===== config.mk =====
export PLATFORM = sky130hd
export DESIGN_NAME = sequence_detector_param
export DESIGN_NICKNAME = d
export VERILOG_FILES = /design/src/rtl/sequence_detector_param.sv
export SDC_FILE = /design/constraint.sdc
export NUM_CORES = 1
export LEC_CHECK = 0
export CORE_MARGIN = 1
export CORE_UTILIZATION = 40
export CTS_CLUSTER_DIAMETER = 60
export DETAILED_ROUTE_END_ITERATION = 10
export PLACE_DENSITY = 0.7
export SETUP_SLACK_MARGIN = 0.02
export SLEW_MARGIN = 20
export SYNTH_ARGS = -nofsm -noshare
export SYNTH_HDL_FRONTEND = slang
export SYNTH_SLANG_ARGS = --single-unit

===== constraint.sdc =====
create_clock -name clk_i -period 1.9 [get_ports clk_i]
set_input_delay 0.285 -clock clk_i [delete_from_list [all_inputs] [get_ports clk_i]]
set_output_delay 0.285 -clock clk_i [all_outputs]
set_load 0.005 [all_outputs]

===== src/rtl/sequence_detector_param.sv =====
// rtl/sequence_detector_param.sv - parametrised serial bit-pattern detector with loadable pattern and saturating match counter
module sequence_detector_param #(
    parameter int                   PAT_LEN = 4,
    parameter logic [PAT_LEN-1:0]   PAT_RST = 4'b1011,
    parameter int                   CNT_W   = 8
) (
    input  logic               clk_i,
    input  logic               rst_n_i,
    input  logic               en_i,
    input  logic               x_i,
    input  logic               load_i,
    input  logic [PAT_LEN-1:0] pattern_i,
    input  logic               overlap_i,
    input  logic               clr_i,
    output logic               y_o,
    output logic [CNT_W-1:0]   match_count_o,
    output logic               count_sat_o
);

    localparam int                 FILL_W    = $clog2(PAT_LEN + 1);
    localparam logic [FILL_W-1:0]  FILL_FULL = FILL_W'(PAT_LEN);
    localparam logic [CNT_W-1:0]   CNT_MAX   = '1;

    // FILLING until a full pattern's worth of bits has been collected, then ARMED
    typedef enum logic {
        FILLING = 1'b0,
        ARMED   = 1'b1
    } mode_t;

    logic [PAT_LEN-1:0] pat_q,  pat_d;
    logic [PAT_LEN-1:0] hist_q, hist_d;
    logic [FILL_W-1:0]  fill_q, fill_d;
    logic               y_q,    y_d;
    logic [CNT_W-1:0]   cnt_q,  cnt_d;
    logic               sat_q,  sat_d;

    mode_t              mode;
    logic [PAT_LEN-1:0] nh;
    logic [FILL_W-1:0]  nf;
    logic               match;

    // State registers; reset restores the default pattern and clears all history
    always_ff @(posedge clk_i or negedge rst_n_i) begin
        if (!rst_n_i) begin
            pat_q  <= PAT_RST;
            hist_q <= '0;
            fill_q <= '0;
            y_q    <= 1'b0;
            cnt_q  <= '0;
            sat_q  <= 1'b0;
        end else begin
            pat_q  <= pat_d;
            hist_q <= hist_d;
            fill_q <= fill_d;
            y_q    <= y_d;
            cnt_q  <= cnt_d;
            sat_q  <= sat_d;
        end
    end

    // Next-state: Load beats sampling; Clr beats a same-cycle counter increment
    always_comb begin
        pat_d  = pat_q;
        hist_d = hist_q;
        fill_d = fill_q;
        y_d    = 1'b0;
        cnt_d  = cnt_q;
        sat_d  = sat_q;
        match  = 1'b0;

        mode = (fill_q == FILL_FULL) ? ARMED : FILLING;
        nh   = {hist_q[PAT_LEN-2:0], x_i};
        nf   = (mode == ARMED) ? FILL_FULL : fill_q + FILL_W'(1);

        if (load_i) begin
            pat_d  = pattern_i;
            hist_d = '0;
            fill_d = '0;
        end else if (en_i) begin
            match  = (nf == FILL_FULL) && (nh == pat_q);
            hist_d = nh;
            y_d    = match;
            if (match) begin
                // Overlap keeps the tail bits usable for the next occurrence
                fill_d = overlap_i ? FILL_FULL : '0;
            end else begin
                fill_d = nf;
            end
        end

        if (match && (cnt_q != CNT_MAX)) begin
            cnt_d = cnt_q + CNT_W'(1);
        end
        if (cnt_d == CNT_MAX) begin
            sat_d = 1'b1;
        end
        if (clr_i) begin
            cnt_d = '0;
            sat_d = 1'b0;
        end
    end

    assign y_o           = y_q;
    assign match_count_o = cnt_q;
    assign count_sat_o   = sat_q;

endmodule


[After elaboration in Yosys (flattened, before gate mapping)]
Cells that the tools add are included.
Operators by class
  $add $sub $neg: 2
  reductions and logical operators: 4
  eq/ne operators: 5
  mux-type cells: 14
Operator list (count)
  $mux 3: 7
  $mux 8: 2
  $add 8x1->8 const B: 1
  $eq 8x8->1 const B: 1
  $ne 8x8->1 const B: 1
  $eq 3x3->1 const B: 2
  $mux 1: 5
  $eq 4x4->1: 1
  $reduce_bool 2->1: 2
  $add 3x1->3 const B: 1
  $logic_and 1x1->1: 2
Word-level totals
  input bits: 11
  register bits after elaboration: 20
  output and inout port bits: 10

[Longest topological paths before layout]
  depth in word-level cells: 12
  depth in mapped cells: 8
  gate-level depth less buffers: 8

[Least setup slack after synthesis]
OpenSTA, ideal clock, no wires.
  path type: register -> register
  start: register fill_q[0]
  end: register cnt_q[4], in the netlist match_count_o[4]
  cell stages (with the launch flop): 9
  path slack: -14 ps
  arrival: 1786 ps
  clock period less this slack: 1914 ps
  data required time: 1772 ps
  cell sequence: dfrtp_1 inv_1 ha_1 nand2b_1 a21o_1 nor4_4 nor2b_1 xnor2_1 nor2_1
On the way
  word-level cells in the longest chain between the ends: 10
Ends and longest elaborated chain
  from (decl): RTL line 32  | logic [FILL_W-1:0] fill_q, fill_d;
  from (signal assigned): RTL line 54  | fill_q <= fill_d;
  parallel branches: the longest is 2 deep, another holds $add 3x1->3
  $mux 3 (*): RTL line 73  | nf = (mode == ARMED) ? FILL_FULL : fill_q + FILL_W'(1);
  $eq 3x3->1 (*): RTL line 80  | match = (nf == FILL_FULL) && (nh == pat_q);
  $logic_and 1x1->1 (*): RTL line 80
  $mux 1 (*): RTL line 79  | end else if (en_i) begin
  $mux 1 (*): RTL line 75  | if (load_i) begin
  $logic_and 1x1->1 (*): RTL line 91  | if (match && (cnt_q != CNT_MAX)) begin
  $mux 8 (*): RTL line 91
  $mux 8 (*): RTL line 97  | if (clr_i) begin
  net cnt_d[4]: RTL line 34  | logic [CNT_W-1:0] cnt_q, cnt_d;
  to (signal assigned): RTL line 56  | cnt_q <= cnt_d;
  to (decl): RTL line 34
Mark *: on every way through the listed nets, which the timed path passes.
A chain may end at the register's enable or synchronous reset.

[Worst setup path after layout]
  start: register fill_q[0]
  end: register sat_q, in the netlist count_sat_o
On the way
  word-level cells in the longest chain between the ends: 11
Ends and longest elaborated chain
  parallel branches: the longest is 2 deep, another holds $add 3x1->3
  $mux 3 (*): RTL line 73
  $eq 3x3->1 (*): RTL line 80
  $logic_and 1x1->1 (*): RTL line 80
  $mux 1 (*): RTL line 79
  $mux 1 (*): RTL line 75
  net match: RTL line 40  | logic match;
  $logic_and 1x1->1 (*): RTL line 91
  $mux 8 (*): RTL line 91
  $eq 8x8->1 (*): RTL line 94  | if (cnt_d == CNT_MAX) begin
  $reduce_bool 2->1 (no source line) (*)
  to (signal assigned): RTL line 57  | sat_q <= sat_d;
  to (decl): RTL line 35  | logic sat_q, sat_d;
Marked as above.

==> summary.md <==
| Metric | Value |
|---|---|
| Leakage power summed over all cells | 0.711 nW |
| Combinational Power Share | 15.3% |
| Avg Cell Area, Syn | 10.1 um^2 |
| Cell count after synthesis | 117 |
| Final Max Slew Viols | 0 |
| Global-route congestion overflow total | 0 |
| Worst Setup Path Type | flop to flop |
| Port Buffers | 20 |
| Nature of the critical path endpoint | flop |
| Sum of negative setup slack | -0.181 ns |
| Final setup violation count | 6 |
| Worst Reg-to-Reg Cells | 10 |
| Fraction of power consumed by sequential logic | 57.3% |
| Critical-path cell list | buf_6, ha_4, buf_6, o2111ai_4, nor3_4, buf_6, buf_6, a21oi_2, a21oi_2, o32ai_2 |
| Number of DRC markers after the initial detailed-route iteration | 20 |
| Via total after detailed routing | 1024 |
| Number of levels in the clock H-tree | 1 |
| Maximum frequency from static timing analysis | 501 MHz |
| Setup WS post-layout | -0.0947 ns |
| Horizontal die dimension | 56.4 um |
| Worst Tran Pin Value | 0.317 ns |
| Kind of launch point of the worst setup path | flop |
| Insertion delay to the later sink of the worst-skew pair | 0.30 ns |
| Share of total power consumed by net switching | 25.5% |
| Global-route wire length before repair | 4520 um |
| Core footprint | 2780 um^2 |
| Portion of the clock cycle consumed by the worst path in the final layout | 105% |
| Buf+Inv Stages, Crit Path | 4 |
| Pin count of the biggest net entering global routing | 21 |
| Worst slew margin | 78.8% |
| Most common cell after layout, fill and taps aside | sky130_fd_sc_hd__clkdlybuf4s50_1 |
| Antenna violations before repair | 0 |
| Buffer cell driving the clock tree root | sky130_fd_sc_hd__clkbuf_4 |
| Worst Hold Class | input pin to asynchronous set/reset pin |
| Via/cell ratio | 5.45 |
| CP top delay family | compound AO/OA/AOI/OAI gates |
| Synthesized flop and latch total | 20 |
| RSZ-0062 raised after global routing | yes |
| Final min period | 1.99 ns |
| Clock skew | 0.0101 ns |
| Run status | complete, but fails checks |
| Total Die Area | 3180 um^2 |
| Number of nets in the final layout | 172 |
| Row cnt | 19 |
| Most frequent cells in the layout | 20 x sky130_fd_sc_hd__clkdlybuf4s50_1, 16 x sky130_fd_sc_hd__dfrtp_1, 14 x sky130_fd_sc_hd__buf_4 |
| Fill count | 227 |
| Worst r2r dst | count_sat_o |
| Worst reg2reg path startpoint | fill_q[0] |
| Routed length per placed instance | 15.4 um |
| Worst-case register-to-register setup slack | -0.09 ns |
| Crit-path max FO | 5 |
| CTS buffer count | 3 |
| Storage cell area | 505 um^2 |
| Total number of clock tree sinks | 20 |
| Overall Global Routing Usage | 18.0% |
| CTS tree | done |
| Delay contributed by the slowest stage of the critical path | 0.42 ns |
| Worst endpoint required time | 2.13 ns |
| DRC violations left | 0 |
| Sequential share of the synthesized area | 42.6% |
| CTS clock-pin slew for the worst setup and hold paths | 0.12 ns |
| IR drop worst, VDD | 303 uV |
| Hold buffer count at cts | 0 |
| Via count of the first global-routing pass | 999 |
| Violations in the final reports | negative setup slack |
| Pwr/cell area | 465 nW/um^2 |
| Number of inserted diodes | 0 |
| Footprint of the multi-input gates | 746 um^2 |
| Yosys warning count | 0 |
| Worst path slowest cell | sky130_fd_sc_hd__dfrtp_1 |
| DP Wirelength | 1850 um |
| Routed Antenna Nets | 0 |
| Number of hold violations in the final report | 0 |
| Proportion of layout cells with a drive suffix above 1 | 36.3% |
| Clock share of power | 27.3% |
| Height of the chip | 56.4 um |
| Post-detailed-routing wire length | 2890 um |
| Most numerous cell on the critical path | sky130_fd_sc_hd__buf_6 |
| Syn-to-layout area delta | 44.5% |
| Switching power total | 203 uW |
| Mapped Nets | 131 |
| Effective utilization at floorplan | 42.6% |
| TritonRoute pass-1 iters | 4 |
| Maximum buffer depth of the clock tree | 2 |
| Hold WS | 0.299 ns |
| Placer congestion estimate | 0.923 |
| Library cells used by synthesis | 36 |
| Internal power contribution | 594 uW |
| Max-cap violation count | 0 |
| WP data arrival | 2.22 ns |
| Top-level I/O count | 21 |
| Area of the mapped netlist | 1180 um^2 |
power by group through the flow:
stage | Sequential, mW | Combinational [mW] | Clock, mW
2_1_floorplan | 0.461 | 0.0594 | 0
3_3_place_gp | 0.462 | 0.101 | 0
3_5_place_dp | 0.463 | 0.103 | 0
4_1_cts | 0.455 | 0.113 | 0.226
5_1_grt | 0.459 | 0.135 | 0.244
6_report | 0.456 | 0.122 | 0.218
timing repair:
action                     CTS  global route
resized for setup            6            23
setup endpoints to repair    9             9
buffers inserted             4             1
pin swaps                    6            15
final cells by class:
class                   instances  area share (%)
inverters                       6            1.32
clock buffers                   4            1.54
flip-flops and latches         20            29.5
well taps                      31            2.27
multi-input cells              87            43.6
repair buffers                 40            21.8
Yosys cell counts:
cell type,number,area (um^2)
sky130_fd_sc_hd__dlygate4sd2_1,1,8.76
sky130_fd_sc_hd__mux2i_1,5,50.1
sky130_fd_sc_hd__nand3_2,2,20.0
sky130_fd_sc_hd__nor2b_1,2,12.5
sky130_fd_sc_hd__o311a_2,1,11.3
sky130_fd_sc_hd__xor2_1,4,35.0
sky130_fd_sc_hd__and4b_2,1,11.3
sky130_fd_sc_hd__nand3b_1,2,15.0
sky130_fd_sc_hd__buf_6,1,11.3
sky130_fd_sc_hd__nand3_1,4,20.0
sky130_fd_sc_hd__dfrtp_1,17,425
sky130_fd_sc_hd__mux2_2,4,45.0
sky130_fd_sc_hd__a21bo_2,1,10.0
sky130_fd_sc_hd__dfstp_2,3,78.8
sky130_fd_sc_hd__nor4_4,1,21.3
sky130_fd_sc_hd__a21o_1,1,7.51
sky130_fd_sc_hd__and2b_1,1,7.51
sky130_fd_sc_hd__inv_1,6,22.5
sky130_fd_sc_hd__and3_1,2,12.5
sky130_fd_sc_hd__nor2_1,12,45.0
sky130_fd_sc_hd__o22ai_1,1,6.26
sky130_fd_sc_hd__nor3_1,6,30.0
sky130_fd_sc_hd__a21oi_1,8,40.0
sky130_fd_sc_hd__nand2b_1,4,25.0
sky130_fd_sc_hd__clkbuf_1,1,3.75
sky130_fd_sc_hd__ha_1,3,37.5
sky130_fd_sc_hd__o32ai_1,1,8.76
sky130_fd_sc_hd__nor3_4,1,16.3
sky130_fd_sc_hd__o21ai_0,3,15.0
sky130_fd_sc_hd__xnor2_1,6,52.6
sky130_fd_sc_hd__and2_1,1,6.26
sky130_fd_sc_hd__o2111ai_4,1,26.3
sky130_fd_sc_hd__nand2_2,1,6.26
sky130_fd_sc_hd__buf_2,1,5.00
sky130_fd_sc_hd__nand2_1,6,22.5
sky130_fd_sc_hd__nand4_1,2,12.5
worst register-to-register path: stages, from the launching register on:
cell and delay (ns):
sky130_fd_sc_hd__dfrtp_1 0.42, sky130_fd_sc_hd__buf_6 0.13, sky130_fd_sc_hd__ha_4 0.15, sky130_fd_sc_hd__buf_6 0.11, sky130_fd_sc_hd__o2111ai_4 0.28, sky130_fd_sc_hd__nor3_4 0.11, sky130_fd_sc_hd__buf_6 0.14, sky130_fd_sc_hd__buf_6 0.11
sky130_fd_sc_hd__a21oi_2 0.15, sky130_fd_sc_hd__a21oi_2 0.06, sky130_fd_sc_hd__o32ai_2 0.25
per-stage QoR:
| step | utilization (%) | total power [mW] | cell area (um^2) | worst slack, ns | std cells |
|---|---|---|---|---|---|
| after global routing | 61.5 | 0.838 | 1710 | -0.180 | 188 |
| after floorplan | - | 0.520 | 1180 | -0.0135 | 117 |
| after global placement | 54.2 | 0.563 | 1510 | -0.110 | 179 |
| final | 61.5 | 0.796 | 1710 | -0.0947 | 188 |
| after CTS | 57.4 | 0.794 | 1600 | -0.0631 | 187 |
| after detailed placement | 54.2 | 0.567 | 1510 | -0.106 | 179 |
state kept, by name, summed over array words and instances (netlist names):
register and cells:
pat_q 4, y_o 1, match_count_o 8, fill_q 3
hist_q 3, count_sat_o 1
cell families after synthesis:
group | count (synthesis) | share of synthesized area (%)
adder cells (fa/ha/maj) | 3 | 3.17
multiplexers | 9 | 8.03
buffers and inverters | 10 | 4.33
AO/OA/AOI/OAI | 17 | 10.6
flip-flops | 20 | 42.6
XOR/XNOR | 10 | 7.39
AND/OR/NAND/NOR | 48 | 24.0
metal layers:
| metal | up-vias | part of all wire [%] | GRT usage [%] |
|---|---|---|---|
| met3 | 6 | 2.3 | 2.30 |
| met5 | - | 0 | 0 |
| met1 | 512 | 42 | 22.4 |
| li1 | 484 | - | - |
| met2 | 22 | 53 | 31.3 |
| met4 | 0 | 1.9 | 7.32 |
how the worst max path moves through the flow:
| stage | depth (start not counted) | start | endpoint | slack [ns] |
|---|---|---|---|---|
| final | 10 | fill_q[0] | count_sat_o | -0.09 |
| after global routing | 10 | fill_q[0] | count_sat_o | -0.18 |
| after CTS | 8 | fill_q[1] | count_sat_o | -0.06 |
| after detailed placement | 7 | x_i | match_count_o[4] | -0.11 |
| after global placement | 6 | en_i | count_sat_o | -0.11 |
| after floorplan | 8 | fill_q[0] | match_count_o[4] | -0.01 |
Power figures use the tool's default switching activity.
